<file path="src/rtl/dm_arbiter.sv">
// Two-port arbiter in front of the 4 KB data memory: grants one port, latches its
// command and runs a single memory access per grant, returning data/status to that port.
module dm_arbiter #(
    parameter int AW = 12,
    parameter int DW = 32,
    parameter int RR = 1
) (
    input  logic          clk,
    input  logic          rst,
    input  logic          p0_req,
    input  logic          p0_we,
    input  logic          p0_byte,
    input  logic          p0_sgn,
    input  logic [AW-1:0] p0_addr,
    input  logic [DW-1:0] p0_wdata,
    output logic          p0_done,
    output logic          p0_err,
    output logic [DW-1:0] p0_rdata,
    output logic          p0_stall,
    input  logic          p1_req,
    input  logic          p1_we,
    input  logic          p1_byte,
    input  logic          p1_sgn,
    input  logic [AW-1:0] p1_addr,
    input  logic [DW-1:0] p1_wdata,
    output logic          p1_done,
    output logic          p1_err,
    output logic [DW-1:0] p1_rdata,
    output logic          busy,
    output logic          mem_rd,
    output logic          mem_wr,
    output logic          mem_byte,
    output logic          mem_sig,
    output logic [AW-1:0] mem_addr,
    output logic [DW-1:0] mem_wdata,
    input  logic [DW-1:0] mem_rdata
);

    typedef enum logic [1:0] {IDLE, ACCESS, DONE} state_t;

    localparam bit RR_EN = (RR != 0);

    state_t        state_reg;
    logic          last_reg;
    logic          cmd_we_reg;
    logic          cmd_byte_reg;
    logic          cmd_sgn_reg;
    logic          cmd_port_reg;
    logic          cmd_err_reg;
    logic [AW-1:0] cmd_addr_reg;
    logic [DW-1:0] cmd_wdata_reg;

    logic          grant;
    logic          sel_we;
    logic          sel_byte;
    logic          sel_sgn;
    logic [AW-1:0] sel_addr;
    logic [DW-1:0] sel_wdata;
    logic          sel_misaligned;
    logic          access;

    always_comb begin
        grant = 1'b0;
        if (RR_EN) begin
            if (p0_req && p1_req)
                grant = ~last_reg;
            else
                grant = p1_req;
        end else begin
            grant = ~p0_req;
        end
    end

    assign sel_we         = grant ? p1_we    : p0_we;
    assign sel_byte       = grant ? p1_byte  : p0_byte;
    assign sel_sgn        = grant ? p1_sgn   : p0_sgn;
    assign sel_addr       = grant ? p1_addr  : p0_addr;
    assign sel_wdata      = grant ? p1_wdata : p0_wdata;
    assign sel_misaligned = ~sel_byte && (sel_addr[1:0] != 2'b00);

    // Misaligned commands still occupy the ACCESS slot (with strobes held off)
    // so every grant completes with the same two-cycle latency.
    always_ff @(posedge clk) begin
        if (rst) begin
            state_reg     <= IDLE;
            last_reg      <= 1'b1;
            cmd_we_reg    <= 1'b0;
            cmd_byte_reg  <= 1'b0;
            cmd_sgn_reg   <= 1'b0;
            cmd_port_reg  <= 1'b0;
            cmd_err_reg   <= 1'b0;
            cmd_addr_reg  <= '0;
            cmd_wdata_reg <= '0;
        end else begin
            case (state_reg)
                IDLE: begin
                    if (p0_req || p1_req) begin
                        cmd_we_reg    <= sel_we;
                        cmd_byte_reg  <= sel_byte;
                        cmd_sgn_reg   <= sel_sgn;
                        cmd_addr_reg  <= sel_addr;
                        cmd_wdata_reg <= sel_wdata;
                        cmd_port_reg  <= grant;
                        cmd_err_reg   <= sel_misaligned;
                        last_reg      <= grant;
                        state_reg     <= ACCESS;
                    end
                end
                ACCESS:  state_reg <= DONE;
                DONE:    state_reg <= IDLE;
                default: state_reg <= IDLE;
            endcase
        end
    end

    genvar gi;
    generate
        for (gi = 0; gi < 2; gi++) begin : g_port
            logic          done_reg;
            logic          err_reg;
            logic [DW-1:0] rdata_reg;
            logic          hit;

            assign hit = (state_reg == ACCESS) && (cmd_port_reg == 1'(gi));

            always_ff @(posedge clk) begin
                if (rst) begin
                    done_reg  <= 1'b0;
                    err_reg   <= 1'b0;
                    rdata_reg <= '0;
                end else begin
                    done_reg <= hit;
                    err_reg  <= hit && cmd_err_reg;
                    if (hit && cmd_err_reg)
                        rdata_reg <= '0;
                    else if (hit && !cmd_we_reg)
                        rdata_reg <= mem_rdata;
                end
            end
        end
    endgenerate

    assign p0_done  = g_port[0].done_reg;
    assign p0_err   = g_port[0].err_reg;
    assign p0_rdata = g_port[0].rdata_reg;
    assign p1_done  = g_port[1].done_reg;
    assign p1_err   = g_port[1].err_reg;
    assign p1_rdata = g_port[1].rdata_reg;

    assign p0_stall = p0_req & ~p0_done;
    assign busy     = (state_reg != IDLE);

    // rst gates the write strobe directly so a reset mid-access leaves memory untouched.
    assign access    = (state_reg == ACCESS) && !cmd_err_reg;
    assign mem_rd    = access & ~cmd_we_reg;
    assign mem_wr    = access & cmd_we_reg & ~rst;
    assign mem_byte  = cmd_byte_reg;
    assign mem_sig   = cmd_sgn_reg;
    assign mem_addr  = cmd_addr_reg;
    assign mem_wdata = cmd_wdata_reg;

endmodule
</file>
<file path="config.mk">
export PLATFORM = sky130hd
export DESIGN_NAME = dm_arbiter
export DESIGN_NICKNAME = d
export VERILOG_FILES = /design/src/rtl/dm_arbiter.sv
export SDC_FILE = /design/constraint.sdc
export NUM_CORES = 1
export LEC_CHECK = 0
export CORE_MARGIN = 3
export CORE_UTILIZATION = 36
export DETAILED_ROUTE_END_ITERATION = 10
export PLACE_DENSITY = 0.77
export SYNTH_ARGS = -nofsm -noshare
export SYNTH_HDL_FRONTEND = slang
export SYNTH_SLANG_ARGS = --single-unit
</file>
<file path="constraint.sdc">
create_clock -name clk -period 1.5 [get_ports clk]
set_clock_uncertainty 0.05 [all_clocks]
set_input_delay 0.225 -clock clk [delete_from_list [all_inputs] [get_ports clk]]
set_output_delay 0.225 -clock clk [all_outputs]
set_load 0.03 [all_outputs]
</file>
==> out/metrics.yaml <==
endpoint_kind: "flop"
synth_top_cell_by_area: "dfxtp_1"
dpl-instance-area_um2: 7520
io_pins: 248
netlist_instances: 589
ys_warn_count: 0
cts_root_buf: "clkbuf_16"
p_leak_nw: 3.59
final_layout_size_suffix_gt1_frac: 0.150
path_clk_slew_ns: 0.05
dr_total_vias: 5499
grt-ovfl-total: 0
dieArea_um2: 14500
outcome: "complete, but fails checks"
ys_ff_latch: 120
yosysSeqAreaShare: 0.510
cp.required_ns: 1.72
whs_ns: 0.222
core_area_um2: 12700
cts_made_buffers: 17
clock_path_buffers: 2
clk_latency_ns: 0.40
violations: "negative setup slack"
final_cell_area_um2: 8390
place_ws_ns: -0.299
ant_nets: 0
cp_common_cell: "buf_6"
synth_area_leaders: "dfxtp_1 51%, nand2_1 18%, a21oi_1 12%"
grt_pass1_wl_um: 26500
rows: 41
cp_cell_sequence: "buf_4 -> buf_4 -> nor2_4 -> inv_4 -> buf_6 -> nor2_4 -> buf_6 -> buf_6 -> a311oi_1"
gr-usage-all-layers: 0.228
grt_pass1_vias: 5238
place_congestion: 0.836
cts_tree: "done"
hold_viol_final: 0
synth_cell_types: 30
h-tree-depth: 4
tightest_slew_ns: 0.368
path_max_fanout: 7
io_buffers: 247
crit_type: "flop to flop"
power_density_nw_per_um2: 1150
final_common_cell: "nand2_1"
start_util: 0.370
relSlewSlack: 0.754
critical_path.max_stage_delay_ns: 0.34
layout_common_cells: "210 x nand2_1, 128 x clkdlybuf4s50_1, 117 x dfxtp_1, 111 x dlygate4sd2_1, 94 x a21oi_1"
grt_start_max_net_pins: 50
drc: 0
setup_viol: 113
cp-start-kind: "flop"
wl_per_cell_um: 18.3
layout.nets: 978
antenna_found_initial: 1
ir_drop_uv: 657
rsz0062_at_grt: "true"
drtPass1Iterations: 6
cp_slowest_cell: "dfxtp_4"
cp.arrival_ns: 1.98
synth_nets: 719
cts_num_sinks: 120
dp_hpwl_um: 12300
hold_class: "input port to flop"
post-route-period-util: 1.17
fmax_ghz: 0.568
viasPerCell: 5.32
drt_wl_total_um: 19000
maxCapViolCount: 0
area_growth_syn_to_layout_pct: 78.3
drt-initial-drc-count: 471
synth.avg_cell_area_um2: 7.99
min_period_ns: 1.76
syn-cell-area_um2: 4710
drv_slew: 0
die_h_um: 120
yosys.area.top_type_share: 0.510
fin_ws_ns: -0.261
die_w_um: 120
## power breakdown
group          switching (W)  leakage [nW]  internal (W)
Sequential          0.000132         0.984       0.00342
Clock                0.00138         0.277       0.00246
Combinational        0.00126          2.33      0.000995
Total                0.00278          3.59       0.00688
## layout make-up
type / instances / area (µm²)
fill: 1104 / 4330
timing repair buffer: 293 / 2970
sequential: 120 / 2410
multi-input combinational: 413 / 2230
clock buffer: 22 / 454
tap: 172 / 215
clock inverter: 10 / 103
inverter: 3 / 13.8
antenna: 1 / 2.50
## routing by layer
layer	routed length [µm]	GRT usage	up-vias	share of wire
met5	0	0	-	0
met4	530	0.0800	0	0.028
met3	2000	0.0921	45	0.11
li1	-	-	2542	-
met1	6800	0.244	2607	0.36
met2	9620	0.406	305	0.51
## repair_timing
| item | 4_1_cts | 5_1_grt |
|---|---|---|
| endpoints found under the setup margin | 117 | 120 |
| resized for setup | 128 | 47 |
| cloned | 0 | 12 |
| pin swaps | 8 | 15 |
| setup buffers | 2 | 4 |
| hold buffers | 0 | 0 |
## cells in the mapped netlist
| cell type | instances |
|---|---|
| nand2_1 | 222 |
| dfxtp_1 | 120 |
| a21oi_1 | 113 |
| a311oi_1 | 48 |
| buf_2 | 26 |
| clkbuf_1 | 21 |
| nor2_1 | 6 |
| buf_4 | 3 |
| buf_6 | 3 |
| and3_1 | 2 |
| inv_1 | 2 |
| nand3b_1 | 2 |
| o21ai_0 | 2 |
| o21bai_1 | 2 |
| or3_1 | 2 |
| a21bo_2 | 1 |
| a21boi_2 | 1 |
| inv_2 | 1 |
| nand3_1 | 1 |
| nand4bb_1 | 1 |
| nor2_2 | 1 |
| nor2b_1 | 1 |
| nor3_1 | 1 |
| nor3b_1 | 1 |
| nor4b_1 | 1 |
| nor4b_2 | 1 |
| nor4bb_1 | 1 |
| or2_2 | 1 |
| or3b_2 | 1 |
| or4b_1 | 1 |
## critical path: cells and delay by family (launching register included)
family / cells / cell delay [ns]
buffers and inverters: 6 / 0.73
AND/OR/NAND/NOR: 2 / 0.44
AO/OA/AOI/OAI: 1 / 0.07
flip-flops: 1 / 0.34
## per-stage QoR
step / power [W] / util / TNS (ns) / instances
after floorplan: 0.00468 / - / -0.143 / 589
after global placement: 0.00574 / 0.591 / -9.85 / 983
after detailed placement: 0.00578 / 0.591 / -12.45 / 983
after CTS: 0.00951 / 0.629 / -3.27 / 1017
after global routing: 0.0100 / 0.660 / -17.90 / 1034
final: 0.00966 / 0.660 / -12.82 / 1034
## worst paths after layout
path              slack [ns]            to    startpoint  cells past startpoint
setup / recovery       -0.26  mem_wdata[4]  state_reg[1]                      9
hold / removal          0.22       p0_done           rst                      4
setup reg to reg       -0.26  mem_wdata[4]  state_reg[1]                      9
hold reg to reg         0.40  p1_rdata[24]  p1_rdata[24]                      2
## cells by family after synthesis
group                  count (synthesis)  share of synthesized area
flip-flops                           120                      0.510
AND/OR/NAND/NOR                      246                      0.212
buffers and inverters                 56                     0.0587
AO/OA/AOI/OAI                        167                      0.219
Note: power is estimated with default switching activity, not from simulation.
